===== src/rtl/imm_pkg.sv =====
// Shared types and the immediate-extraction function for the decode-stage immediate generator.
package imm_pkg;

  typedef enum logic [2:0] {
    IMM_I = 3'b000,
    IMM_S = 3'b001,
    IMM_B = 3'b010,
    IMM_U = 3'b011,
    IMM_J = 3'b100,
    IMM_Z = 3'b101
  } imm_src_t;

  typedef enum logic [1:0] {
    BUF_EMPTY = 2'b00,
    BUF_ONE   = 2'b01,
    BUF_FULL  = 2'b10
  } buf_state_t;

  // Returns {err, imm[31:0]}. Every legal format carries its sign in bit 31
  // (Z has bit 31 clear), so the caller widens to XLEN by sign extension.
  function automatic logic [32:0] imm_extract(input logic [31:0] instr,
                                              input logic [2:0]  src);
    logic [19:0] sx;
    logic [31:0] imm;
    logic        err;
    sx  = {20{instr[31]}};
    imm = '0;
    err = 1'b0;
    case (imm_src_t'(src))
      IMM_I:   imm = {sx, instr[31:20]};
      IMM_S:   imm = {sx, instr[31:25], instr[11:7]};
      IMM_B:   imm = {sx[18:0], instr[31], instr[7], instr[30:25], instr[11:8], 1'b0};
      IMM_U:   imm = {instr[31:12], 12'b0};
      IMM_J:   imm = {sx[10:0], instr[31], instr[19:12], instr[20], instr[30:21], 1'b0};
      IMM_Z:   imm = {27'b0, instr[19:15]};
      default: err = 1'b1;
    endcase
    return {err, imm};
  endfunction

endpackage


===== src/rtl/skid_buf.sv =====
// Two-slot valid/ready buffer (output register plus skid register), strictly FIFO.
module skid_buf
  import imm_pkg::*;
#(
  parameter int W = 41
) (
  input  logic         clk,
  input  logic         rst_n,
  input  logic         in_valid_i,
  output logic         in_ready_o,
  input  logic [W-1:0] in_data_i,
  output logic         out_valid_o,
  input  logic         out_ready_i,
  output logic [W-1:0] out_data_o
);

  buf_state_t   state_q, state_d;
  logic [W-1:0] out_q, out_d;
  logic [W-1:0] skid_q, skid_d;
  logic         acc, pop;

  // Both handshake flags are pure decodes of the registered state.
  assign in_ready_o  = (state_q != BUF_FULL);
  assign out_valid_o = (state_q != BUF_EMPTY);
  assign out_data_o  = out_q;

  assign acc = in_valid_i & in_ready_o;
  assign pop = out_valid_o & out_ready_i;

  always_comb begin
    state_d = state_q;
    out_d   = out_q;
    skid_d  = skid_q;
    case (state_q)
      BUF_EMPTY: begin
        if (acc) begin
          out_d   = in_data_i;
          state_d = BUF_ONE;
        end
      end
      BUF_ONE: begin
        if (acc && pop) begin
          out_d = in_data_i;
        end else if (acc) begin
          skid_d  = in_data_i;
          state_d = BUF_FULL;
        end else if (pop) begin
          state_d = BUF_EMPTY;
        end
      end
      BUF_FULL: begin
        if (pop) begin
          out_d   = skid_q;
          state_d = BUF_ONE;
        end
      end
      default: state_d = BUF_EMPTY;
    endcase
  end

  always_ff @(posedge clk) begin
    if (!rst_n) begin
      state_q <= BUF_EMPTY;
      out_q   <= '0;
      skid_q  <= '0;
    end else begin
      state_q <= state_d;
      out_q   <= out_d;
      skid_q  <= skid_d;
    end
  end

endmodule


===== src/rtl/imm_gen_pipe.sv =====
// Decode-stage immediate generator: combinational extract into a skid-buffered output register.
module imm_gen_pipe
  import imm_pkg::*;
#(
  parameter int XLEN  = 32,
  parameter int TAG_W = 8
) (
  input  logic             clk,
  input  logic             rst_n,
  input  logic             in_valid,
  output logic             in_ready,
  input  logic [31:0]      in_instr,
  input  logic [2:0]       in_imm_src,
  input  logic [TAG_W-1:0] in_tag,
  output logic             out_valid,
  input  logic             out_ready,
  output logic [XLEN-1:0]  out_imm,
  output logic [TAG_W-1:0] out_tag,
  output logic             out_err
);

  if (XLEN != 32 && XLEN != 64) begin : g_xlen_chk
    $fatal(1, "imm_gen_pipe: XLEN must be 32 or 64");
  end

  localparam int PAY_W = XLEN + TAG_W + 1;

  logic [32:0]        ext;
  logic signed [31:0] imm32;
  logic [XLEN-1:0]    imm_x;
  logic [PAY_W-1:0]   pay_in, pay_out;

  assign ext   = imm_extract(in_instr, in_imm_src);
  assign imm32 = ext[31:0];
  assign imm_x = XLEN'(imm32);
  assign pay_in = {ext[32], imm_x, in_tag};

  skid_buf #(.W(PAY_W)) u_buf (
    .clk         (clk),
    .rst_n       (rst_n),
    .in_valid_i  (in_valid),
    .in_ready_o  (in_ready),
    .in_data_i   (pay_in),
    .out_valid_o (out_valid),
    .out_ready_i (out_ready),
    .out_data_o  (pay_out)
  );

  assign {out_err, out_imm, out_tag} = pay_out;

endmodule


===== config.mk =====
export PLATFORM = sky130hd
export DESIGN_NAME = imm_gen_pipe
export DESIGN_NICKNAME = d
export VERILOG_FILES = /design/src/rtl/imm_pkg.sv /design/src/rtl/skid_buf.sv /design/src/rtl/imm_gen_pipe.sv
export SDC_FILE = /design/constraint.sdc
export NUM_CORES = 1
export LEC_CHECK = 0
export CAP_MARGIN = 10
export CORE_UTILIZATION = 39
export CTS_BUF_LIST = sky130_fd_sc_hd__clkbuf_4
export CTS_CLUSTER_DIAMETER = 120
export DETAILED_ROUTE_END_ITERATION = 10
export PLACE_DENSITY = 0.63
export SLEW_MARGIN = 20
export SYNTH_ARGS = -nofsm -noshare
export SYNTH_HDL_FRONTEND = slang
export SYNTH_SLANG_ARGS = --single-unit

===== constraint.sdc =====
create_clock -name clk -period 3.8 [get_ports clk]
set_input_delay 0.76 -clock clk [delete_from_list [all_inputs] [get_ports clk]]
set_output_delay 0.76 -clock clk [all_outputs]
set_load 0.05 [all_outputs]

==> flow_summary.ini <==
[global_route]
track_usage_pct = 20.9
overflow = 0
grt_busiest_layer = met2
grt_max_degree = 73
grt_use_met2_pct = 31.0
grt_pass1_vias = 3399
use_met3_pct = 3.81
grt_pass1_wl_mm = 16.7
use_met1_pct = 30.6
antenna_found_initial = 0

[placement]
dpl.hpwl_mm = 6.39
portBuffers = 82
gp_congestion = 0.821
placed_cells = 626

[synthesis]
yosys.area_share.adder_pct = 0.262
synth-xor-area-share_pct = 0
yosys.area_share.simple_pct = 18.2
async_flop_share_pct = 0
synth_fp_nets = 498
synth_top_family_by_area = compound AO/OA/AOI/OAI gates
ys_ff_latch = 84
synthMuxAreaShare_pct = 1.74
post_synth_num_cell_types = 44
synth-main-ff-cell = dfxtp_1
syn_inst = 451
ys_warn_count = 0
ys_seq_area_share_pct = 44.0
synth_compound_area_share_pct = 29.9
synth_area_mm2 = 0.00382
synth-edff-count = 0
syn_avg_cell_area_um2 = 8.47

[clock_network]
clock_path_buffers = 2
cts.sinks = 84
cts-root-buf = clkbuf_4
htree_levels = 3
ctsHoldBuffers = 0
cts_setup_buffers = 0
cts_tree = yes
numCtsBuffers = 9
clk_latency_ns = 0.44
post_cts_resized = 0
path_clk_slew_ns = 0.14

[finish]
nNetsFinal = 555
drive_gt1_share_pct = 7.99
syn2layout_area_growth_pct = 24.6
nFillCells = 908
fin_cells = 642
finalCoreUtilization_pct = 50.8
diodes = 0
multiInputGateArea_mm2 = 0.00192
seq_area_mm2 = 0.00168

[sta]
fin_crit_ns = 3.02
slew_violations = 0
fmax_mhz = 331
rsz0062_at_grt = false
finalSetupViolCount = 0
hold_viol_final = 0
worst_pin_slew_ns = 0.783
fin_skew_ns = 0.0260
period_share_pct = 79.4
fin_tns_setup_ns = 0
maxSlewHeadroom_pct = 47.6

[routing]
dr_total_vias = 3617
first_pass_iters = 5
remaining_drc_errors = 0
detail-route-antenna-nets = 0
wire_per_inst_um = 15.8
drt_wl_total_mm = 10.1
via_per_inst = 5.63
drt-initial-drc-count = 283

[floorplan]
ios = 90
core_mm2 = 0.00937
die_h_um = 101
die_area_mm2 = 0.0102
rows = 35
initial_core_util_pct = 40.8
dieWidth_um = 101

[power]
vdd_ir_drop_max_mv = 0.179
p_per_area_mw_per_mm2 = 394
p_leak_nw = 1.72

[worst_hold_path]
hold_path_class = register to register

[setup_path]
cp-end-kind = output port
cp_data_arrival_time_ns = 2.26
crit_slowest_cell = clkdlybuf4s50_1
worstSetupStartpointType = register
cp.required_ns = 3.04
crit_chain = nor2b_2 -> inv_1 -> clkdlybuf4s50_1
max_stage_delay_ns = 0.90
setup.worst_path.class = register to output port
worst-path-max-fanout = 14

[outcome]
status = finished clean

[job]
max-cap-violations = 0
cell usage in the layout (no fill, tap or decap), types with 3 or more instances in the layout:
master / Yosys / routed
nor3b_1: 3 / 3
nand3_1: 11 / 11
o21ai_0: 34 / 34
nor2_1: 13 / 13
a31oi_1: 14 / 14
buf_4: 4 / 8
o22a_1: 7 / 7
a21oi_1: 52 / 52
clkbuf_4: 0 / 9
a221oi_1: 4 / 4
mux2_2: 5 / 5
clkdlybuf4s50_1: 0 / 81
o221ai_1: 11 / 11
dfxtp_1: 84 / 84
and2b_1: 3 / 3
a311oi_1: 9 / 9
nand2_1: 84 / 84
a22oi_1: 6 / 6
nand4_1: 11 / 11
a32o_1: 11 / 11
a21o_1: 11 / 11
nor4bb_1: 5 / 5
kinds of logic (layout without fill, tap and decap cells):
logic type      after synthesis  after routing
simple gates                145            145
fa+ha+maj                     1              1
buf+inv                      46            108
compound gates              169            169
flops                        84             84
mux                           6              6
cell usage after synthesis (2+ instances only):
| master | n | area [µm²] |
|---|---|---|
| a21o_1 | 11 | 82.6 |
| a21oi_1 | 52 | 260 |
| a221oi_1 | 4 | 35.0 |
| a22oi_1 | 6 | 45.0 |
| a311oi_1 | 9 | 78.8 |
| a31oi_1 | 14 | 87.6 |
| a32o_1 | 11 | 110 |
| and2_1 | 2 | 12.5 |
| and2b_1 | 3 | 22.5 |
| and3b_1 | 2 | 17.5 |
| buf_2 | 19 | 95.1 |
| buf_4 | 4 | 30.0 |
| buf_6 | 2 | 22.5 |
| clkbuf_1 | 19 | 71.3 |
| dfxtp_1 | 84 | 1680 |
| mux2_2 | 5 | 56.3 |
| nand2_1 | 84 | 315 |
| nand3_1 | 11 | 55.1 |
| nand4_1 | 11 | 68.8 |
| nor2_1 | 13 | 48.8 |
| nor2_2 | 2 | 12.5 |
| nor2b_1 | 2 | 12.5 |
| nor3b_1 | 3 | 22.5 |
| nor4bb_1 | 5 | 50.1 |
| o211ai_1 | 2 | 15.0 |
| o21a_1 | 2 | 15.0 |
| o21ai_0 | 34 | 170 |
| o21bai_4 | 2 | 37.5 |
| o221ai_1 | 11 | 96.3 |
| o22a_1 | 7 | 61.3 |
| o22ai_1 | 2 | 12.5 |
flip-flops by register name, indices dropped and copies added, names as in the netlist:
name	flops
u_buf.state_q	2
u_buf.skid_q	41
u_buf.out_data_o	41
routing by layer:
layer	routed length [µm]	up-vias
li1	-	1773
met3	594	10
met4	127	0
met2	4460	119
met5	0	-
met1	4970	1715
worst max-delay path: cells and delay by family (launching register included):
| family | cells | cell delay [ns] |
|---|---|---|
| and+or+nand+nor | 1 | 0.17 |
| buffers and inverters | 2 | 1.26 |
| DFF | 1 | 0.38 |
path summary, 6_finish.rpt:
kind | from | end | slack [ns] | cells past startpoint
min | u_buf.skid_q[39]$_SDFFE_PN0P_ | u_buf.skid_q[39]$_SDFFE_PN0P_ | 0.46 | 2
max | u_buf.state_q[1]$_SDFFE_PN0P_ | in_ready | 0.78 | 3
min reg2reg | u_buf.skid_q[39]$_SDFFE_PN0P_ | u_buf.skid_q[39]$_SDFFE_PN0P_ | 0.46 | 2
max reg2reg | u_buf.state_q[1]$_SDFFE_PN0P_ | u_buf.out_data_o[26]$_SDFFE_PN0P_ | 1.58 | 5
final cells by class:
type | instances | share of cell area (%)
clock buffer | 9 | 1.42
clock inverter | 7 | 1.08
inverter | 2 | 0.158
sequential | 84 | 35.3
multi-input combinational | 321 | 40.2
tap | 129 | 3.39
timing repair buffer | 90 | 18.4
per-stage QoR:
| stage | instance area (µm²) | hold slack (ns) | power [W] | setup slack (ns) |
|---|---|---|---|---|
| detailed placement | 4640 | 0.446 | 0.00142 | 0.687 |
| finish | 4760 | 0.464 | 0.00187 | 0.782 |
| floorplan | 3820 | 0.432 | 0.00127 | 2.01 |
| global placement | 4640 | 0.438 | 0.00142 | 0.765 |
| global route | 4760 | 0.478 | 0.00197 | 0.665 |
| CTS | 4760 | 0.462 | 0.00189 | 0.763 |
power breakdown:
part	total (W)	leakage (nW)	internal, W	switching, W
clock network	0.000468	0.0627	0.000138	0.000330
registers	0.000955	0.686	0.000930	0.0000253
logic	0.000451	0.972	0.000168	0.000282
total	0.00187	1.72	0.00124	0.000638
Note: power is estimated with default switching activity, not from simulation.
